===== src/rtl/wind_lights.sv =====
// Lane/wind indicator pattern generator for N lamps with a built-in step prescaler.
// Optional macro WIND_LIGHTS_BOUNCE_EN turns mode 11 into a bounce pattern; otherwise mode 11 shows calm.
module wind_lights #(
  parameter int N   = 3,
  parameter int DIV = 1
) (
  input  logic         clk,
  input  logic         reset,
  input  logic [1:0]   in,
  output logic [N-1:0] out,
  output logic         step,
  output logic [1:0]   mode_q
);

  localparam int CNT_W = (DIV > 1) ? $clog2(DIV) : 1;
  localparam logic [CNT_W-1:0] CNT_MAX = CNT_W'(DIV - 1);

  localparam logic [N-1:0] LSB_ONLY = N'(1);
  localparam logic [N-1:0] MSB_ONLY = N'(1) << (N - 1);
  localparam logic [N-1:0] OUTER    = MSB_ONLY | LSB_ONLY;
  localparam logic [N-1:0] CENTER   = (N % 2 == 1) ? (N'(1) << ((N - 1) / 2))
                                                    : (N'(3) << (N / 2 - 1));

  typedef enum logic [1:0] {
    M_CALM = 2'b00,
    M_UP   = 2'b01,
    M_DOWN = 2'b10,
    M_ALT  = 2'b11
  } mode_e;

  mode_e            state_q, state_d;
  logic [CNT_W-1:0] cnt_q, cnt_d;
  logic [N-1:0]     out_q, out_d;

  function automatic logic [N-1:0] init_pattern(input logic [1:0] m);
    case (m)
      2'b01:   init_pattern = LSB_ONLY;
      2'b10:   init_pattern = MSB_ONLY;
`ifdef WIND_LIGHTS_BOUNCE_EN
      2'b11:   init_pattern = LSB_ONLY;
`endif
      default: init_pattern = OUTER;
    endcase
  endfunction

  // The whole design advances only on the prescaler wrap cycle; reset masks it.
  always_comb begin
    step  = !reset && (cnt_q == CNT_MAX);
    cnt_d = step ? '0 : cnt_q + 1'b1;
  end

`ifdef WIND_LIGHTS_BOUNCE_EN
  localparam logic DIR_UP = 1'b0;
  localparam logic DIR_DN = 1'b1;
  logic dir_q, dir_d;
`endif

  always_comb begin
    state_d = state_q;
    out_d   = out_q;
`ifdef WIND_LIGHTS_BOUNCE_EN
    dir_d   = dir_q;
`endif
    if (step) begin
      if (mode_e'(in) != state_q) begin
        state_d = mode_e'(in);
        out_d   = init_pattern(in);
`ifdef WIND_LIGHTS_BOUNCE_EN
        dir_d   = DIR_UP;
`endif
      end else begin
        case (state_q)
          M_UP:   out_d = {out_q[N-2:0], out_q[N-1]};
          M_DOWN: out_d = {out_q[0], out_q[N-1:1]};
`ifdef WIND_LIGHTS_BOUNCE_EN
          M_ALT: begin
            // Turn around on reaching an end lamp so the end lamps are not repeated.
            if (dir_q == DIR_UP) begin
              if (out_q[N-1]) begin
                out_d = out_q >> 1;
                dir_d = DIR_DN;
              end else begin
                out_d = out_q << 1;
              end
            end else begin
              if (out_q[0]) begin
                out_d = out_q << 1;
                dir_d = DIR_UP;
              end else begin
                out_d = out_q >> 1;
              end
            end
          end
`endif
          default: out_d = (out_q == OUTER) ? CENTER : OUTER;
        endcase
      end
    end
  end

  always_ff @(posedge clk) begin
    if (reset) begin
      cnt_q   <= '0;
      state_q <= M_CALM;
      out_q   <= OUTER;
`ifdef WIND_LIGHTS_BOUNCE_EN
      dir_q   <= DIR_UP;
`endif
    end else begin
      cnt_q   <= cnt_d;
      state_q <= state_d;
      out_q   <= out_d;
`ifdef WIND_LIGHTS_BOUNCE_EN
      dir_q   <= dir_d;
`endif
    end
  end

  assign out    = out_q;
  assign mode_q = state_q;

endmodule


===== config.mk =====
export PLATFORM = sky130hd
export DESIGN_NAME = wind_lights
export DESIGN_NICKNAME = d
export VERILOG_FILES = /design/src/rtl/wind_lights.sv
export SDC_FILE = /design/constraint.sdc
export NUM_CORES = 1
export LEC_CHECK = 0
export CORE_AREA = 2 2 39 41
export DETAILED_ROUTE_END_ITERATION = 10
export DIE_AREA = 0 0 41 43
export DONT_BUFFER_PORTS = 1
export HOLD_SLACK_MARGIN = 0.15
export PLACE_DENSITY = 0.47
export SETUP_SLACK_MARGIN = 0.4
export SLEW_MARGIN = 30
export SYNTH_ARGS = -nofsm -noshare
export SYNTH_HDL_FRONTEND = slang
export SYNTH_SLANG_ARGS = --single-unit

===== constraint.sdc =====
create_clock -name clk -period 1.81 [get_ports clk]
set_input_delay 0.362 -clock clk [delete_from_list [all_inputs] [get_ports clk]]
set_output_delay 0.362 -clock clk [all_outputs]
set_load 0.005 [all_outputs]

==> results.md, run 1 <==
- Outcome: finished, final reports clean
- Busiest grt layer: met2
- F_max: 0.765 GHz
- Routed len/inst: 11.9 um
- H-tree depth: 1
- Largest cells by area after synthesis: dfxtp_1, ha_1, o211ai_2
- GRT Total Usage: around 11%
- Antenna violations before repair: 0
- Bufs and invs on worst path: 1
- Reg-to-Reg End: out[1]$_SDFFE_PP0P_
- Clk_skew: 3.60 ps
- Hold/Removal Path Class: in2reg
- Post-route setup TNS: 0 ps
- Synth top area share: a little under a third
- Area delta synth->final: 12.3%
- Cell Area, Synth: between 300 and 400 um2
- RSZ-0062 raised after global routing: false
- Die width: 41 um
- Chip Height: 43 um
- GR Util met1: 14.0%
- Reg clk slew, reported paths: 40 ps
- Max-cap violation count: 0
- Worst setup EP type: flop
- Cell area power density: 755 mW/mm2
- Die area: 0.00176 mm2
- Routing usage on met2: 16.3%
- Most used cell, CP: o22ai_1
- # clock sinks: 6
- Setup CP Type: reg2reg
- Crit path from: mode_q[0]$_SDFFE_PP0P_
- First-pass GRT wire length: between 1000 and 1500 um
- Final antenna-violating net count: 0
- Synth cell types: 20
- Starting DRT DRC Count: 8
- IO buf count: 0
- Critical Path Stages: 6
- Drc violations: 0
- Commonest non-fill, non-tap cell in the layout: dfxtp_1
- Final Hold Viols: 0
- Reg2reg setup slack: 500 ps
- Power, Total: approximately 340 uW
- Crit path capture: out[1]$_SDFFE_PP0P_
- Cells after Synth: 47
- Placed instance area: 422 um2
- Avg Cell Area, Syn: 8.47 um2
- Most frequent cells in the layout: dfxtp_1, inv_1, nand2_1
- Reg2Reg Depth: 6
- Largest net degree at the start of global routing: 9
- Crit-path cells: inv_1, ha_1, nand2_1, o22ai_1, a22oi_1, o22ai_1
- TritonCTS Buffers: 3
- Net Count, Synth: 53
- CTS tree: yes
- Site Rows: 14
- CORE AREA: 0.00138 mm2
- #FFs+latches synth: 6
- Worst vdd ir: 0.000294 V
- Antenna diodes: 0
- Largest fanout on the critical path: 7
- CP required: 1970 ps
- Initial Utilization: 28.8%
- Yosys warns: 0
- DR pass1 iterations: 2
- Critical Path AT: 1470 ps
- Crit-path slowest cell: ha_1
- Crit path largest cell delay: approximately 380 ps
- CTS max path bufs: 2
- P_leak: about 0.18 nW
- Met3 usage: 3.66%
- Fin crit share: approximately 72%
- Startpoint Class: flop
- Avg Vias per Cell: 4.88
- Tmin final: 1310 ps
- Later-pin clock latency in the skew report: 240 ps
- Hpwl dp: ~640 um
- Cell total after placement: 64
- Setup Viol. Count Final: 0
- Total grt overflow: 0
- Sequential fraction of the synthesis area: 30.2%
- Vias in the first global route: 314
- Max Slew Vio Count: 0
- Post-CTS Repair Setup Buffers: 0
- RePlAce Congestion: 0.673
- Total Wirelength: 796 um
- Start of the worst register-to-register path: mode_q[0]$_SDFFE_PP0P_
- Ports: 10
- Kind of cell adding the most delay to the critical path: compound AO/OA/AOI/OAI gates
- Root Driver: clkbuf_4
- Overall via count from detail_route: ~330
- Layout cells sized above 1: 19.6%
- Layout Cells excl Fill: 67
- Leading area contributor after synthesis: dfxtp_1
- Final instance area: 447 um2
- Layout Nets: 59
cell families (layout without fill, tap and decap cells):
| group | after synthesis | after routing | synth area share [%] |
|---|---|---|---|
| multiplexers | 2 | 2 | 5.03 |
| other | 1 | 1 | 0.942 |
| XOR/XNOR | 2 | 2 | 4.40 |
| adder cells (fa/ha/maj) | 2 | 2 | 6.29 |
| buffers and inverters | 6 | 10 | 7.55 |
| AND/OR/NAND/NOR | 11 | 11 | 15.4 |
| flip-flops | 6 | 6 | 30.2 |
| AO/OA/AOI/OAI | 17 | 17 | 30.2 |
layer usage:
layer,vias up,wire length [um]
met3,2,27
met2,6,373
li1,173,-
met5,-,0
met1,146,376
met4,0,19
worst min-delay path by stage:
stage	start	end	slack, ps	depth (start not counted)
2_1_floorplan	reset	mode_q[0]$_SDFFE_PP0P_	430	1
3_3_place_gp	reset	mode_q[1]$_SDFFE_PP0P_	440	1
3_5_place_dp	reset	mode_q[1]$_SDFFE_PP0P_	440	1
4_1_cts	reset	mode_q[1]$_SDFFE_PP0P_	180	1
5_1_grt	reset	mode_q[1]$_SDFFE_PP0P_	170	1
6_report	reset	mode_q[1]$_SDFFE_PP0P_	190	1
cell type report:
cell class | count | area (um2)
multi-input combinational | 35 | 250
tap | 16 | 20.0
clock buffer | 3 | 22.5
timing repair buffer | 2 | 15.0
sequential | 6 | 120
inverter | 5 | 18.8
fill | 157 | 937
flip-flops by register name (all words and copies together) (netlist names):
| signal | cells |
|---|---|
| cnt_q | 1 |
| mode_q | 2 |
| out | 3 |
worst register-to-register path, stage by stage, from the launching register on:
cell     delay, ps
dfxtp_1        320
inv_1           40
ha_1           380
nand2_1         80
o22ai_1        160
a22oi_1         90
o22ai_1        160
through the flow:
| step | hold WS, ps | utilization [%] | worst slack, ps |
|---|---|---|---|
| 6_report | 186 | 32.3 | 503 |
| 5_1_grt | 173 | 32.3 | 411 |
| 4_1_cts | 177 | 32.1 | 490 |
| 3_5_place_dp | 438 | 30.5 | 509 |
| 3_3_place_gp | 436 | 30.5 | 517 |
| 2_1_floorplan | 434 | - | 415 |
Yosys cell counts:
master     count
a21oi_1        4
a22oi_1        1
a2bb2oi_1      2
a31o_1         2
buf_6          1
conb_1         1
dfxtp_1        6
ha_1           2
inv_1          5
mux2i_1        2
nand2_1        5
nand3_2        1
nand3b_1       1
nor2_1         2
nor2_4         1
nor2b_1        1
o211ai_2       2
o21ai_0        4
o22ai_1        2
xnor2_1        2
report_power, final:
part | total, mW | internal, mW | switching [mW]
registers | 0.154 | 0.141 | 0.0129
logic | 0.0634 | 0.0314 | 0.0320
clock network | 0.120 | 0.0748 | 0.0448
total | 0.337 | 0.247 | 0.0897
repair_timing:
action	in CTS	in global routing
setup endpoints to repair	0	1
hold buffers	0	0
hold endpoints to repair	0	0
gates resized for setup	0	1
Power figures use the tool's default switching activity.
==> inputs of run 2 (changes only) <==
- ABC_AREA: unset -> 1
- clock period: 1.81 -> 1.1 ns (I/O delays scaled with it)
==> run 2 against run 1 <==
Power rose by 94%. Register-to-register slack got worse by 550 ps. Area after synthesis fell by 6.0%. Critical path type unchanged. Sequential share of layout area fell by 4.6 points. Clock skew fell by 0.87 ps. Worst setup slack got worse by 550 ps. Largest power group unchanged. Maximum frequency rose by 14%. The run now ends with negative setup slack left. Count of clock-buffer cells in the layout rose by 1.
==> results.md, run 2 <==
- Root Driver: clkbuf_4
- Clk_skew: 2.73 ps
- Hold/Removal Path Class: in2reg
- Most frequent cells in the layout: nand2_1, buf_6, inv_1, a21oi_1, nand2_2
- CORE AREA: 0.00138 mm2
- Max reg flops: 3
- Start of the worst register-to-register path: mode_q[0]$_SDFFE_PP0P_
- Largest family of logic cells by synthesized area: simple AND/OR/NAND/NOR gates
- Net Count, Synth: 62
- Site Rows: 14
- Cell Area, Synth: 374 um2
- Die area: between 0.0015 and 0.002 mm2
- Synth Area in XOR/XNOR: 0%
- Leading area contributor after synthesis: dfxtp_1
- Reg2reg setup slack: -50 ps
- Critical Path AT: 1290 ps
- Synth top area share: 32.1%
- Ports: 10
- Crit path from: mode_q[0]$_SDFFE_PP0P_
- Max Slew Vio Count: 0
- Tmin final: approximately 1100 ps
- Failing checks: negative setup slack
- Crit path capture: out[1]$_SDFFE_PP0P_
- RSZ-0062 raised after global routing: true
- Yosys warns: 0
- Mux cell area share after synthesis: 0%
- Largest cells by area after synthesis: dfxtp_1, nand2_1, a21oi_1
- Layout cells sized above 1: between 50 and 60%
- Startpoint Class: flop
- Overall via count from detail_route: 407
- Outcome: finished with violations
- Layout Nets: 79
- Reg clk slew, reported paths: 50 ps
- Worst setup EP type: flop
- Setup Viol. Count Final: 1
- #FFs+latches synth: 6
- Max-cap violation count: 0
- Later-pin clock latency in the skew report: between 200 and 250 ps
- P_leak: 0.258 nW
- Total Wirelength: 1020 um
- Final antenna-violating net count: 0
- Initial Utilization: 27.0%
- Largest net degree at the start of global routing: 8
- Commonest non-fill, non-tap cell in the layout: nand2_1
- Post-synth EDFFs: 0
- Fin crit share: 104%
- Chip Height: 43 um
- CTS max path bufs: 2
- Die width: around 40 um
- Vias in the first global route: 400
- Setup CP Type: reg2reg
- Most common cell in the synthesized netlist: nand2_1
- Worst vdd ir: 0.000634 V
- Starting DRT DRC Count: 4
- Ys async rst share: 0%
- # clock sinks: 6
- F_max: 0.870 GHz
- Synth top cells by count: nand2_1, inv_1, a21oi_1, dfxtp_1, nand3_1
- Total grt overflow: 0
- Final Hold Viols: 0
- Reg2Reg Depth: 7
- Cells after Synth: 56
- Avg Vias per Cell: about 4.6
- Drc violations: 0
- Layout Utilization: 43.4%
- RePlAce Congestion: 0.706
- Synth cell types: 17
- Antenna violations before repair: 0
- Antenna diodes: 0
- Post-synthesis compound-gate area fraction: 17.4%
- Area delta synth->final: 60.5%
- CTS tree: yes
- Hpwl dp: 738 um
- TritonCTS Buffers: 3
- Routed len/inst: 11.6 um
- IO buf count: 0
- Post-synthesis simple-gate area fraction: 33.8%
- CP required: between 1000 and 1500 ps
- Largest fanout on the critical path: 4
- H-tree depth: 1
- Post-route setup TNS: -49.1 ps
- Post-synth top flop: dfxtp_1
- Avg Cell Area, Syn: roughly 6.7 um2
- DR pass1 iterations: 3
- First-pass GRT wire length: 1630 um
- Sequential fraction of the synthesis area: 32.1%
- Adder-cell area share of the yosys netlist: 6.69%
- Cell area power density: 1090 mW/mm2
- GRT Total Usage: 14.2%
- Reg-to-Reg End: out[1]$_SDFFE_PP0P_
- Final setup margin: -49.1 ps
==> run 2: changes by cell type in the layout (fill, tap and decap cells not counted), sizes merged, moves of 3 or more <==
cell and delta:
inv +4, nand3 +3, buf +10, nand2 +11
==> run 2: area by class of cell <==
cell class,instances,area [um2]
Multi-Input combinational cell,41,264
Timing Repair Buffer,12,120
Fill cell,146,783
Inverter,9,36.3
Sequential cell,6,134
Clock buffer,4,26.3
Tap cell,16,20.0
==> run 2: what timing repair did <==
item / CTS / global route
endpoints found under the setup margin: 11 / 11
buffers inserted: 3 / 1
gates resized for setup: 13 / 13
pin swaps: 1 / 3
endpoints found under the hold margin: 5 / 5
==> run 2: report_power, final <==
group / internal (mW) / total, mW / switching [mW]
clock network: 0.138 / 0.220 / 0.0823
registers: 0.232 / 0.251 / 0.0190
logic: 0.0976 / 0.184 / 0.0865
total: 0.467 / 0.655 / 0.188
==> run 2: per-stage QoR <==
step	hold WS [ps]	setup slack (ps)	std cells	total power [mW]	cell area, um2
finish	43.0	-49.1	88	0.655	601
global route	26.3	-123	88	0.714	601
CTS	35.6	-45.8	87	0.641	551
detailed placement	295	-28.0	80	0.389	473
global placement	293	-62.2	80	0.389	473
floorplan	292	22.2	56	0.336	393
==> run 2: how the worst min path moves through the flow <==
stage | end | slack, ps | start | cells past startpoint
floorplan | out[1]$_SDFFE_PP0P_ | 290 | reset | 1
global placement | out[1]$_SDFFE_PP0P_ | 290 | reset | 1
detailed placement | out[1]$_SDFFE_PP0P_ | 300 | reset | 1
CTS | out[1]$_SDFFE_PP0P_ | 40 | reset | 1
global route | out[1]$_SDFFE_PP0P_ | 30 | reset | 1
finish | out[1]$_SDFFE_PP0P_ | 40 | reset | 1
==> run 2: logic make-up after synthesis <==
kind of cell | count (synthesis)
buf+inv | 9
simple gates | 26
other cells | 1
compound gates | 12
fa+ha+maj | 2
flops | 6
==> run 2: metal layers <==
metal | part of all wire, % | track usage (%)
met1 | 42 | 14.2
met2 | 53 | 24.7
met3 | 4.4 | 6.28
met5 | 0 | 0
met4 | 0 | 4.00
==> run 2: worst max-delay path: stages, from the launching register on <==
cell	delay, ps
dfxtp_4	370
inv_4	40
ha_4	230
nand3b_1	170
nand2_2	70
nor2_2	40
nor2_1	70
nor2_1	40
